### src/rtl/cdb_arbiter_pkg.sv
`default_nettype none
// ============================================================================
// Module      : cdb_arbiter_pkg
// Description : Shared defaults, source indices and helpers for the common
//               data bus arbiter and its per-source FIFO.
// Revision    : 1.0 - initial release
// ============================================================================
package cdb_arbiter_pkg;

  // Default geometry of the CDB
  localparam int CDB_NUM_SRC    = 3;
  localparam int CDB_NUM_BUS    = 1;
  localparam int CDB_FIFO_DEPTH = 4;
  localparam int CDB_ROB_WIDTH  = 5;   // matches the core ROB index width
  localparam int CDB_DATA_WIDTH = 32;

  // Producer channel assignment on the CDB
  typedef enum logic [1:0] {
    CDB_SRC_ALU = 2'd0,
    CDB_SRC_LSB = 2'd1,
    CDB_SRC_MUL = 2'd2
  } cdb_src_e;

  // (base + off) mod n, for base < n and off <= n
  function automatic int cdb_wrap_idx(input int base, input int off, input int n);
    int sum;
    sum = base + off;
    if (sum >= n) sum = sum - n;
    return sum;
  endfunction

endpackage : cdb_arbiter_pkg
`default_nettype wire

### src/rtl/cdb_fifo.sv
`default_nettype none
// ============================================================================
// Module      : cdb_fifo
// Description : Single-source synchronous result FIFO for the CDB arbiter.
//               Full is derived from the registered count only, so a full
//               FIFO never accepts even while it is being popped.
// Revision    : 1.0 - initial release
// ============================================================================
module cdb_fifo #(
  parameter int DEPTH      = 4,
  parameter int ROB_WIDTH  = 5,
  parameter int DATA_WIDTH = 32
) (
  input  logic                  clk_in,
  input  logic                  rst_in,
  input  logic                  rdy_in,
  input  logic                  flush,
  input  logic                  push,
  input  logic                  pop,
  input  logic [ROB_WIDTH-1:0]  push_rob_id,
  input  logic [DATA_WIDTH-1:0] push_data,
  input  logic                  push_set_jump_addr,
  output logic                  full,
  output logic                  empty,
  output logic [ROB_WIDTH-1:0]  head_rob_id,
  output logic [DATA_WIDTH-1:0] head_data,
  output logic                  head_set_jump_addr
);

  localparam int PTR_W = $clog2(DEPTH);
  localparam logic [PTR_W:0]   C_FULL    = DEPTH[PTR_W:0];
  localparam logic [PTR_W:0]   C_CNT_ONE = {{PTR_W{1'b0}}, 1'b1};
  localparam logic [PTR_W-1:0] C_PTR_ONE = {{(PTR_W-1){1'b0}}, 1'b1};

  logic [ROB_WIDTH-1:0]  r_rob_mem  [DEPTH];
  logic [DATA_WIDTH-1:0] r_data_mem [DEPTH];
  logic                  r_jump_mem [DEPTH];
  logic [PTR_W-1:0]      r_rd_ptr;
  logic [PTR_W-1:0]      r_wr_ptr;
  logic [PTR_W:0]        r_count;

  logic w_push;
  logic w_pop;

  assign full  = (r_count == C_FULL);
  assign empty = (r_count == '0);

  // Flush wins over both push and pop; everything is frozen when rdy_in is low
  assign w_push = rdy_in & ~flush & push & ~full;
  assign w_pop  = rdy_in & ~flush & pop  & ~empty;

  assign head_rob_id        = r_rob_mem[r_rd_ptr];
  assign head_data          = r_data_mem[r_rd_ptr];
  assign head_set_jump_addr = r_jump_mem[r_rd_ptr];

  // Pointer and occupancy bookkeeping; pointers wrap naturally at DEPTH
  always_ff @(posedge clk_in) begin
    if (!rst_in) begin
      r_rd_ptr <= '0;
      r_wr_ptr <= '0;
      r_count  <= '0;
    end else if (rdy_in) begin
      if (flush) begin
        r_rd_ptr <= '0;
        r_wr_ptr <= '0;
        r_count  <= '0;
      end else begin
        if (w_push) r_wr_ptr <= r_wr_ptr + C_PTR_ONE;
        if (w_pop)  r_rd_ptr <= r_rd_ptr + C_PTR_ONE;
        case ({w_push, w_pop})
          2'b10:   r_count <= r_count + C_CNT_ONE;
          2'b01:   r_count <= r_count - C_CNT_ONE;
          default: r_count <= r_count;
        endcase
      end
    end
  end

  // Entry storage; contents are only meaningful between the pointers
  always_ff @(posedge clk_in) begin
    if (w_push) begin
      r_rob_mem[r_wr_ptr]  <= push_rob_id;
      r_data_mem[r_wr_ptr] <= push_data;
      r_jump_mem[r_wr_ptr] <= push_set_jump_addr;
    end
  end

endmodule : cdb_fifo
`default_nettype wire

### src/rtl/cdb_arbiter.sv
`default_nettype none
// ============================================================================
// Module      : cdb_arbiter
// Description : Common data bus arbiter. Buffers results from NUM_SRC
//               producers and broadcasts up to NUM_BUS per cycle, picking
//               non-empty sources in round-robin order starting at rr.
// Revision    : 1.0 - initial release
// ============================================================================
module cdb_arbiter
  import cdb_arbiter_pkg::*;
#(
  parameter int NUM_SRC    = CDB_NUM_SRC,
  parameter int NUM_BUS    = CDB_NUM_BUS,
  parameter int FIFO_DEPTH = CDB_FIFO_DEPTH,
  parameter int ROB_WIDTH  = CDB_ROB_WIDTH,
  parameter int DATA_WIDTH = CDB_DATA_WIDTH
) (
  input  logic                          clk_in,
  input  logic                          rst_in,
  input  logic                          rdy_in,
  input  logic                          flush,
  input  logic [NUM_SRC-1:0]            src_valid,
  input  logic [NUM_SRC*ROB_WIDTH-1:0]  src_rob_id,
  input  logic [NUM_SRC*DATA_WIDTH-1:0] src_data,
  input  logic [NUM_SRC-1:0]            src_set_jump_addr,
  output logic [NUM_SRC-1:0]            src_ready,
  output logic [NUM_BUS-1:0]            bus_en,
  output logic [NUM_BUS*ROB_WIDTH-1:0]  bus_rob_id,
  output logic [NUM_BUS*DATA_WIDTH-1:0] bus_data,
  output logic [NUM_BUS-1:0]            bus_set_jump_addr
);

  localparam int RR_W = (NUM_SRC > 1) ? $clog2(NUM_SRC) : 1;

  logic [NUM_SRC-1:0]    w_full;
  logic [NUM_SRC-1:0]    w_empty;
  logic [NUM_SRC-1:0]    w_pop;
  logic [ROB_WIDTH-1:0]  w_head_rob  [NUM_SRC];
  logic [DATA_WIDTH-1:0] w_head_data [NUM_SRC];
  logic                  w_head_jump [NUM_SRC];

  logic [NUM_BUS-1:0]    w_port_vld;
  logic [ROB_WIDTH-1:0]  w_port_rob  [NUM_BUS];
  logic [DATA_WIDTH-1:0] w_port_data [NUM_BUS];
  logic                  w_port_jump [NUM_BUS];
  logic [RR_W-1:0]       w_rr_nxt;
  int                    w_used;

  logic [RR_W-1:0]       r_rr;

  generate
    for (genvar gi = 0; gi < NUM_SRC; gi++) begin : g_src
      cdb_fifo #(
        .DEPTH      (FIFO_DEPTH),
        .ROB_WIDTH  (ROB_WIDTH),
        .DATA_WIDTH (DATA_WIDTH)
      ) u_fifo (
        .clk_in             (clk_in),
        .rst_in             (rst_in),
        .rdy_in             (rdy_in),
        .flush              (flush),
        .push               (src_valid[gi]),
        .pop                (w_pop[gi]),
        .push_rob_id        (src_rob_id[gi*ROB_WIDTH +: ROB_WIDTH]),
        .push_data          (src_data[gi*DATA_WIDTH +: DATA_WIDTH]),
        .push_set_jump_addr (src_set_jump_addr[gi]),
        .full               (w_full[gi]),
        .empty              (w_empty[gi]),
        .head_rob_id        (w_head_rob[gi]),
        .head_data          (w_head_data[gi]),
        .head_set_jump_addr (w_head_jump[gi])
      );
      assign src_ready[gi] = ~w_full[gi];
    end
  endgenerate

  // Round-robin grant: walk sources from rr, give each non-empty head the next free port
  always_comb begin
    w_pop      = '0;
    w_port_vld = '0;
    w_rr_nxt   = r_rr;
    w_used     = 0;
    for (int b = 0; b < NUM_BUS; b++) begin
      w_port_rob[b]  = '0;
      w_port_data[b] = '0;
      w_port_jump[b] = 1'b0;
    end
    for (int k = 0; k < NUM_SRC; k++) begin
      for (int s = 0; s < NUM_SRC; s++) begin
        if ((s == cdb_wrap_idx(int'(r_rr), k, NUM_SRC)) && !w_empty[s] && (w_used < NUM_BUS)) begin
          w_pop[s] = 1'b1;
          for (int b = 0; b < NUM_BUS; b++) begin
            if (b == w_used) begin
              w_port_vld[b]  = 1'b1;
              w_port_rob[b]  = w_head_rob[s];
              w_port_data[b] = w_head_data[s];
              w_port_jump[b] = w_head_jump[s];
            end
          end
          w_rr_nxt = RR_W'(cdb_wrap_idx(s, 1, NUM_SRC));
          w_used   = w_used + 1;
        end
      end
    end
  end

  // Bus registers and rr; idle ports keep their last payload with bus_en low
  always_ff @(posedge clk_in) begin
    if (!rst_in) begin
      r_rr              <= '0;
      bus_en            <= '0;
      bus_rob_id        <= '0;
      bus_data          <= '0;
      bus_set_jump_addr <= '0;
    end else if (rdy_in) begin
      if (flush) begin
        r_rr   <= '0;
        bus_en <= '0;
      end else begin
        r_rr   <= w_rr_nxt;
        bus_en <= w_port_vld;
        for (int b = 0; b < NUM_BUS; b++) begin
          if (w_port_vld[b]) begin
            bus_rob_id[b*ROB_WIDTH +: ROB_WIDTH]    <= w_port_rob[b];
            bus_data[b*DATA_WIDTH +: DATA_WIDTH]    <= w_port_data[b];
            bus_set_jump_addr[b]                    <= w_port_jump[b];
          end
        end
      end
    end
  end

endmodule : cdb_arbiter
`default_nettype wire
### config.mk
export PLATFORM = sky130hd
export DESIGN_NAME = cdb_arbiter
export DESIGN_NICKNAME = d
export VERILOG_FILES = /design/src/rtl/cdb_arbiter_pkg.sv /design/src/rtl/cdb_fifo.sv /design/src/rtl/cdb_arbiter.sv
export SDC_FILE = /design/constraint.sdc
export NUM_CORES = 1
export LEC_CHECK = 0
export ABC_CLOCK_PERIOD_IN_PS = 5700
export CAP_MARGIN = 10
export CORE_ASPECT_RATIO = 0.9
export CORE_UTILIZATION = 60
export CTS_BUF_LIST = sky130_fd_sc_hd__clkbuf_4
export CTS_CLUSTER_SIZE = 24
export DETAILED_ROUTE_END_ITERATION = 12
export PLACE_DENSITY_LB_ADDON = 0.12
export SKIP_LAST_GASP = 1
export SLEW_MARGIN = 30
export SYNTH_ARGS = -nofsm -noshare
export SYNTH_HDL_FRONTEND = slang
export SYNTH_SLANG_ARGS = --single-unit
### constraint.sdc
create_clock -name clk_in -period 5.7 [get_ports clk_in]
set_input_delay 1.71 -clock clk_in [delete_from_list [all_inputs] [get_ports clk_in]]
set_output_delay 1.71 -clock clk_in [all_outputs]
set_load 0.01 [all_outputs]
* Word-level counts from Yosys, hierarchy flattened *
Memories as Yosys holds them, arrays and structs flattened. A register that Yosys moved wholly into a read port is not among the register bits.
Index checks and enable logic that the tools add are counted.

word-level totals
  flip-flop bits (word level) = 62
  word-level logic and storage cells = 288
  output and inout port bits = 42
  memories = 9
  memory bits (writable) = 456
  input bits = 121
  ROM bits = 0
  bits in latches = 0

memory list
  memory                      depth  width  read ports  clocked after memory_dff  wr ports  RTL line        source
  g_src[0].u_fifo.r_data_mem  4      32     1           1                         1         cdb_fifo.sv:36  logic [DATA_WIDTH-1:0] r_data_mem [DEPTH];
  g_src[1].u_fifo.r_data_mem  4      32     1           1                         1         cdb_fifo.sv:36
  g_src[2].u_fifo.r_data_mem  4      32     1           1                         1         cdb_fifo.sv:36
  g_src[0].u_fifo.r_rob_mem   4      5      1           1                         1         cdb_fifo.sv:35  logic [ROB_WIDTH-1:0] r_rob_mem [DEPTH];
  g_src[1].u_fifo.r_rob_mem   4      5      1           1                         1         cdb_fifo.sv:35
  g_src[2].u_fifo.r_rob_mem   4      5      1           1                         1         cdb_fifo.sv:35
  +3 memories                 --     --     --          --                        --        --

cells by class
  bitwise gates (word level) = 20
  multiplexer cells = 140
  div/mod/pow operators = 0
  magnitude comparators = 11
  add/subtract/negate cells = 24
  reduce and logical (&&, ||, !) cells = 55
  multipliers = 0
  shifts and indexed selects = 0
  equal/unequal tests = 15

operators by type and width
  operator                 number
  $mux W32                 27
  $logic_not A32 Y1        11
  $lt A32 B2 Y1 const B    8
  $add A32 B2 Y32 const B  7
  $eq A2 B32 Y1 const A    3
  $eq A3 B32 Y1 const A    3
  $mux W5                  17
  $mux W2                  40
  $mux W1                  50
  $reduce_and A2 Y1        10
  $pmux W3 S2              3
  $logic_and A1 B1 Y1      17
  $and A1 B1 Y1            13
  $add A2 B1 Y2 const B    6
  $reduce_bool A2 Y1       6
  $reduce_bool A10 Y1      1
  $add A3 B1 Y3 const B    3
  $eq A3 B3 Y1 const B     3
  $logic_not A3 Y1         3
  $mux W3                  3
  $reduce_bool A3 Y1       3
  $sub A3 B1 Y3 const B    3
  $sub A3 B2 Y4 const B    2
  $not A1 Y1               7
  9 further kinds          16

* Longest topological paths before layout *
  word-level depth = 35
  depth in mapped cells = 28
  depth with buffers taken out = 26

* Cells and area by module *
Synthesis repeated with hierarchy kept, for this count alone.

second synthesis, totals
  cells, all modules = 1196
  area total of the unflattened synthesis = 21435.6 um2

modules (own cells, without submodules)
  module                          cells an instance  seq. area each (um2)  instances  area an instance (um2)
  cdb_fifo (g_src[0].u_fifo ...)  262                4744.6                2          6060.8
  cdb_fifo (g_src[1].u_fifo)      263                4744.6                1          6048.3
  cdb_arbiter                     409                820.8                 1          3265.6

* Worst setup path before layout *
OpenSTA, ideal clock, no wires.

  path type = register to register
  from = register g_src[1].u_fifo.r_count[0]
  to = register g_src[2].u_fifo.r_count[2]
  path buffers = 4
  path slack = 0.543 ns
  library setup time = 0.120 ns
  period minus slack after synthesis = 5.157 ns
  required time = 5.580 ns
  cell stages (with the launch flop) = 27
  data arrival time = 5.037 ns
  cell sequence = dfxtp_1 -> or3_1 -> o41ai_2 -> and3_2 -> ha_1 -> o311a_1 -> buf_6 -> xnor2_4 -> ha_1 -> o311ai_1 -> a21o_1 -> buf_2 -> buf_2 -> buf_1 -> xnor2_1 -> ha_1 -> o311ai_0 -> a221oi_2 -> a31oi_1 -> o211ai_1 -> nand3_1 -> xnor2_1 -> ha_1 -> nor2_1 -> mux2i_1 -> nor3b_1 -> a211o_1

on the way
  longest elaborated chain between the ends = 31
  elaborated cells between the ends (all ways) = 44
  classes of those cells = add/sub: 6; order compare: 7; eq/ne: 2; mux: 12; bitwise: 2; reduce/logical: 15

RTL lines
  item                                               RTL line           source
  start, declared                                    cdb_fifo.sv:40     logic [PTR_W:0] r_count;
  start signal, assigned                             cdb_fifo.sv:71     2'b10: r_count <= r_count + C_CNT_ONE;
  start signal, assigned                             cdb_fifo.sv:72     2'b01: r_count <= r_count - C_CNT_ONE;
  start signal, assigned                             cdb_fifo.sv:73     default: r_count <= r_count;
  $logic_not A3 Y1 *                                 cdb_fifo.sv:46     assign empty = (r_count == '0);
  $logic_not A1 Y1 *                                 cdb_arbiter.sv:90  if ((s == cdb_wrap_idx(int'(r_rr), k, NUM_SRC)) && !w_empty[s] && (w_used < NUM_BUS)) begin
  $logic_and A1 B1 Y1 (2 in a row)                   cdb_arbiter.sv:90
  $mux W32                                           cdb_arbiter.sv:90
  $lt A32 B2 Y1                                      cdb_arbiter.sv:90
  $logic_and A1 B1 Y1                                cdb_arbiter.sv:90
  $mux W32                                           cdb_arbiter.sv:90
  $lt A32 B2 Y1                                      cdb_arbiter.sv:90
  (+13 left out)                                     --
  $mux W32                                           cdb_arbiter.sv:90
  $lt A32 B2 Y1                                      cdb_arbiter.sv:90
  $logic_and A1 B1 Y1                                cdb_arbiter.sv:90
  $mux W1 *                                          cdb_arbiter.sv:90
  $and A1 B1 Y1 * (2 in a row)                       cdb_fifo.sv:50     assign w_pop = rdy_in & ~flush & pop & ~empty;
  $eq A2 B1 Y1 or $eq A2 B2 Y1 (tied branches)       cdb_fifo.sv:70     case ({w_push, w_pop})
  $pmux W3 S2 or $reduce_bool A3 Y1 (tied branches)  --
  $mux W3 or $reduce_and A2 Y1 (tied branches)       --
  end signal, assigned                               cdb_fifo.sv:71
  end signal, assigned                               cdb_fifo.sv:72
  end signal, assigned                               cdb_fifo.sv:73
  end, declared                                      cdb_fifo.sv:40

Every way passes the cells marked *; elsewhere a longest branch is shown, timed or not.
A chain may end at the register's enable or synchronous reset.

* Worst setup path in the final report *
  from = register g_src[1].u_fifo.r_count[1]
  to = register bus_data[13]

on the way
  longest elaborated chain between the ends = 27
  elaborated cells between the ends (all ways) = 71
  classes of those cells = add/sub: 6; order compare: 7; mux: 37; reduce/logical: 21

RTL lines
  item                                                RTL line                              source
  $logic_not A3 Y1 *                                  cdb_fifo.sv:46
  $logic_not A1 Y1 *                                  cdb_arbiter.sv:90
  $logic_and A1 B1 Y1 (2 in a row)                    cdb_arbiter.sv:90
  $mux W32                                            cdb_arbiter.sv:90
  $lt A32 B2 Y1                                       cdb_arbiter.sv:90
  $logic_and A1 B1 Y1                                 cdb_arbiter.sv:90
  $mux W32                                            cdb_arbiter.sv:90
  $lt A32 B2 Y1                                       cdb_arbiter.sv:90
  (+10 left out)                                      --
  $mux W32                                            cdb_arbiter.sv:90
  $lt A32 B2 Y1                                       cdb_arbiter.sv:90
  $logic_and A1 B1 Y1                                 cdb_arbiter.sv:90
  $mux W32                                            cdb_arbiter.sv:90
  $lt A32 B2 Y1 or $logic_not A32 Y1 (tied branches)  cdb_arbiter.sv:90, cdb_arbiter.sv:93
  $logic_and A1 B1 Y1 or $mux W1 (tied branches)      cdb_arbiter.sv:90, cdb_arbiter.sv:93
  $mux W1                                             cdb_arbiter.sv:90
  $reduce_and A3 Y1 (no line)                         --
  end signal, assigned by index                       cdb_arbiter.sv:125                    bus_data[b*DATA_WIDTH +: DATA_WIDTH] <= w_port_data[b];
  end, declared                                       cdb_arbiter.sv:29                     output logic [NUM_BUS*DATA_WIDTH-1:0] bus_data,

Marks and branches as above.

==> impl_summary.txt <==
----------------------------------------------------
[Outcome]
  Status ... completed

[Synth]
  Synth area leader ... sky130_fd_sc_hd__edfxtp_1
  Number of enable flip-flop cells after synthesis ... 456
  Number of unique standard cell types used by synthesis ... 62
  Sequential share of the synthesized area ... 0.714
  Share of synthesized registers carrying an async set or reset ... 0
  Synth warn ... 0
  Library cell with the highest instance count after synthesis ... sky130_fd_sc_hd__edfxtp_1
  Mean instance size in the synthesized netlist ... 17.5 sq um
  Commonest cells in the synthesized netlist ... sky130_fd_sc_hd__edfxtp_1, sky130_fd_sc_hd__mux4_2, sky130_fd_sc_hd__dfxtp_1
  Top_reg_cell synth ... sky130_fd_sc_hd__edfxtp_1
  Count of mapped cells out of synthesis ... 1201
  Share of the synthesized area in the top cell type ... 0.650
  Flop and latch count out of synthesis ... 524
  Ranking of synthesized cells by area ... sky130_fd_sc_hd__edfxtp_1, sky130_fd_sc_hd__mux4_2, sky130_fd_sc_hd__dfxtp_1
  Post-Syn Nets ... 1347
  Syn Std Cell Area ... 21100 sq um

[Global routing]
  Via count of the first global-routing pass ... 12100
  Number of antenna violations at the first check in global routing ... 6
  Maximum number of pins on one net before global-route repair ... 48
  Wire length of the first global-routing pass ... 71000 um
  Global-route total usage across every layer ... 0.271
  Total congestion overflow after global routing ... 0

[Placed design]
  Minimum setup slack after placement ... 0.454 ns
  Global placer's final weighted congestion ... 0.893
  # port buffers ... 162
  Final HPWL DP ... 30500 um

[Pwr]
  Switching fraction of total power ... 0.219
  Switch Pwr ... 1740 uW
  Combinational fraction of design power ... 0.069
  Power density cells ... 316 nW/um^2
  Clock Power Share ... 0.396
  Design Power ... 7940 uW
  Leakage Power ... 0.00838 uW
  Maximum ir drop on the vdd rail ... 0.000218 V
  Power Internal ... 6200 uW
  Sequential power share ... 0.535

[Worst setup path]
  Sort of element at the end of the critical path ... flop
  Critical Path Most Common Cell ... sky130_fd_sc_hd__ha_1
  Crit Path Class ... reg2reg
  Kind of start point of the critical path ... flop
  CP max stage cell ... sky130_fd_sc_hd__or3_1
  Worst Setup SP ... g_src[1].u_fifo.r_count[1]
  Peak per-stage delay on the critical path ... 0.42 ns
  RR Endpoint ... bus_data[13]
  FF-to-FF Start ... g_src[1].u_fifo.r_count[1]
  Worst-path maximum fanout ... 27
  List of cells traversed by the critical path ... or3_1 -> o41ai_2 -> and3_2 -> ha_1 -> o311a_1 -> xnor2_4 -> ha_1 -> o311ai_1 -> a21o_1 -> xnor2_1 -> ha_1 -> o311ai_0 -> nor2b_1 -> o2111ai_2 -> nor2_1 -> mux2i_2 -> and2_2 -> buf_4 -> mux2i_1 -> o221ai_1
  Endpoint of the most critical setup path ... bus_data[13]
  Endpoint required time on the critical path ... 6.32 ns
  Flop2flop setup slack ... 0.28 ns
  Endpoint arrival time on the critical path ... 6.05 ns
  Depth of the worst register-to-register path ... 20

[Timing]
  Max Transition Viols Final ... 0
  Upper clock frequency limit ... 184 MHz
  Slew of the pin with the lowest slew margin ... 0.962 ns
  Share of the cycle needed by the critical path after routing ... 0.952
  Worst clock skew on the final layout ... 0.0596 ns
  Final Hold Violating Endpoints ... 0
  Final-report setup violation count ... 0
  Unrepaired setup endpoints after global routing ... yes
  Relative slew slack ... 0.359
  Worst Slack Setup Final ... 0.276 ns
  Post-layout min period ... 5.42 ns

[Clock tree]
  Latest clock arrival within the worst-skew pair ... 0.79 ns
  CTS sink count ... 524
  Clock buffers created by TritonCTS ... 132
  CTS tree ... built
  Max Root-Sink Buffers ... 3
  Buffer type at the clock tree root ... sky130_fd_sc_hd__clkbuf_4
  Reg clk slew, reported paths ... 0.07 ns
  Hold_buf cts ... 0
  Number of H-tree levels ... 4

[Layout]
  Number of fill cells ... 2261
  Synth-to-layout area growth ... 19.1%
  Post-layout net count ... 1605
  Share of cells above drive strength 1 ... 0.254

[Floorplanning]
  FP Rows ... 64
  Core area ... 34300 sq um
  Total I/O pin count ... 163
  Chip height ... 180 um
  Total Die Area ... 35900 sq um
  Die Width ... 200 um
  Starting utilization of the core area ... 0.615

[Detailed routing]
  Total via count after detailed routing ... 12100
  Remaining routing DRC violations ... 0
  Count of antenna-violating nets left after detailed routing ... 0
  Pre-antenna DRT Iters ... 5
  WL per Instance ... 23.4 um
  Detailed Route Iter0 Violations ... 838
  Vias/cell ... 6.02
  Total wirelength of the detailed-routed design ... 47100 um

[Flow run]
  # Max-Cap Violations ... 0

[Worst hold path]
  Worst hold path type ... reg2reg

----------------------------------------------------
timing repair:
action	4_1_cts	5_1_grt
buffers inserted	0	1
resized for setup	0	3
setup endpoints to repair	0	20
how the worst min path moves through the flow:
stage / from / end / slack, ns / depth (start not counted)
after floorplan: r_rr[1] / r_rr[1] / 0.46 / 2
after global placement: bus_rob_id[3] / bus_rob_id[3] / 0.47 / 2
after detailed placement: bus_rob_id[3] / bus_rob_id[3] / 0.47 / 2
after CTS: bus_rob_id[3] / bus_rob_id[3] / 0.48 / 2
after global routing: bus_data[2] / bus_data[2] / 0.49 / 2
final: bus_data[2] / bus_data[2] / 0.48 / 2
area by class of cell:
cell class	count	area, sq um	area share
Timing Repair Buffer	199	1990	0.0794
Clock buffer	200	1500	0.0598
Tap cell	462	578	0.0230
Antenna cell	2	5.00	0.000199
Sequential cell	524	15100	0.600
Clock inverter	27	190	0.00758
Multi-Input combinational cell	559	5610	0.224
Inverter	43	161	0.00643
critical path, delay by kind of cell, from the launching register on:
| family | cells | cell delay, ns |
|---|---|---|
| compound gates | 7 | 1.56 |
| buf+inv | 1 | 0.34 |
| simple gates | 5 | 1.30 |
| fa+ha+maj | 3 | 0.64 |
| xor+xnor | 2 | 0.40 |
| mux | 2 | 0.65 |
| flops | 1 | 0.39 |
metal layers:
metal / vias up / global-route usage / part of all wire
met4: 8 / 0.106 / 0.029
met3: 80 / 0.0782 / 0.072
met2: 489 / 0.435 / 0.51
li1: 5426 / - / -
met5: - / 0 / 0.0011
met1: 6129 / 0.351 / 0.39
sequential cells by signal, indices dropped and copies added (netlist names), named ones only:
name / cells
g_src.u_fifo.r_data_mem: 384
g_src.u_fifo.r_rob_mem: 60
bus_data: 32
g_src.u_fifo.r_jump_mem: 12
g_src.u_fifo.r_count: 9
g_src.u_fifo.r_rd_ptr: 6
g_src.u_fifo.r_wr_ptr: 6
bus_rob_id: 5
r_rr: 2
bus_en: 1
bus_set_jump_addr: 1
placed cells by master, fill, tap and decap left out, types with 3 or more instances in the layout:
| cell | instances |
|---|---|
| sky130_fd_sc_hd__a21o_1 | 4 |
| sky130_fd_sc_hd__a21oi_1 | 36 |
| sky130_fd_sc_hd__a22o_1 | 12 |
| sky130_fd_sc_hd__a22oi_1 | 20 |
| sky130_fd_sc_hd__a31oi_1 | 3 |
| sky130_fd_sc_hd__a32o_1 | 3 |
| sky130_fd_sc_hd__and2_1 | 9 |
| sky130_fd_sc_hd__and3_2 | 13 |
| sky130_fd_sc_hd__buf_12 | 7 |
| sky130_fd_sc_hd__buf_4 | 28 |
| sky130_fd_sc_hd__bufinv_16 | 3 |
| sky130_fd_sc_hd__clkbuf_4 | 200 |
| sky130_fd_sc_hd__clkdlybuf4s50_1 | 161 |
| sky130_fd_sc_hd__clkinv_1 | 18 |
| sky130_fd_sc_hd__dfxtp_1 | 64 |
| sky130_fd_sc_hd__dfxtp_2 | 3 |
| sky130_fd_sc_hd__edfxtp_1 | 456 |
| sky130_fd_sc_hd__ha_1 | 23 |
| sky130_fd_sc_hd__inv_1 | 42 |
| sky130_fd_sc_hd__inv_2 | 4 |
| sky130_fd_sc_hd__mux2i_1 | 19 |
| sky130_fd_sc_hd__mux4_2 | 114 |
| sky130_fd_sc_hd__nand2_1 | 58 |
| sky130_fd_sc_hd__nand3_1 | 5 |
| sky130_fd_sc_hd__nor2_1 | 53 |
| sky130_fd_sc_hd__nor2b_1 | 25 |
| sky130_fd_sc_hd__nor3_1 | 7 |
| sky130_fd_sc_hd__nor3b_1 | 13 |
| sky130_fd_sc_hd__o211ai_1 | 28 |
| sky130_fd_sc_hd__o21ai_0 | 25 |
| sky130_fd_sc_hd__o221ai_1 | 12 |
| sky130_fd_sc_hd__o22ai_1 | 14 |
| sky130_fd_sc_hd__o31a_1 | 3 |
| sky130_fd_sc_hd__o31ai_1 | 3 |
| sky130_fd_sc_hd__o32ai_1 | 12 |
| sky130_fd_sc_hd__xnor2_1 | 5 |
power groups by stage:
stage	logic, uW	registers [uW]	clock network (uW)
3_5_place_dp	547	4330	0
4_1_cts	550	4250	3220
2_1_floorplan	294	4320	0
5_1_grt	589	4250	3430
3_3_place_gp	535	4330	0
6_report	550	4250	3140
cells by family (layout without fill, tap and decap cells):
logic type,Yosys count,in the layout,synth area share
AOI/OAI and AO/OA,197,197,0.0670
and+or+nand+nor,195,195,0.0454
DFF,524,524,0.714
xor gates and xnor gates,6,6,0.00338
muxes,134,134,0.132
other,2,4,0.000356
adders and majority gates,25,25,0.0156
buffers and inverters,118,469,0.0226
through the flow:
step | std cells | setup TNS [ns] | area [sq um] | util | hold slack [ns]
after floorplan | 1201 | 0 | 21100 | - | 0.465
after global placement | 1785 | 0 | 23400 | 0.682 | 0.467
after detailed placement | 1786 | 0 | 23400 | 0.682 | 0.471
after CTS | 2013 | 0 | 25100 | 0.732 | 0.479
after global routing | 2016 | -0.0420 | 25100 | 0.732 | 0.494
final | 2016 | 0 | 25100 | 0.732 | 0.479
(Power assumes the default switching activity.)
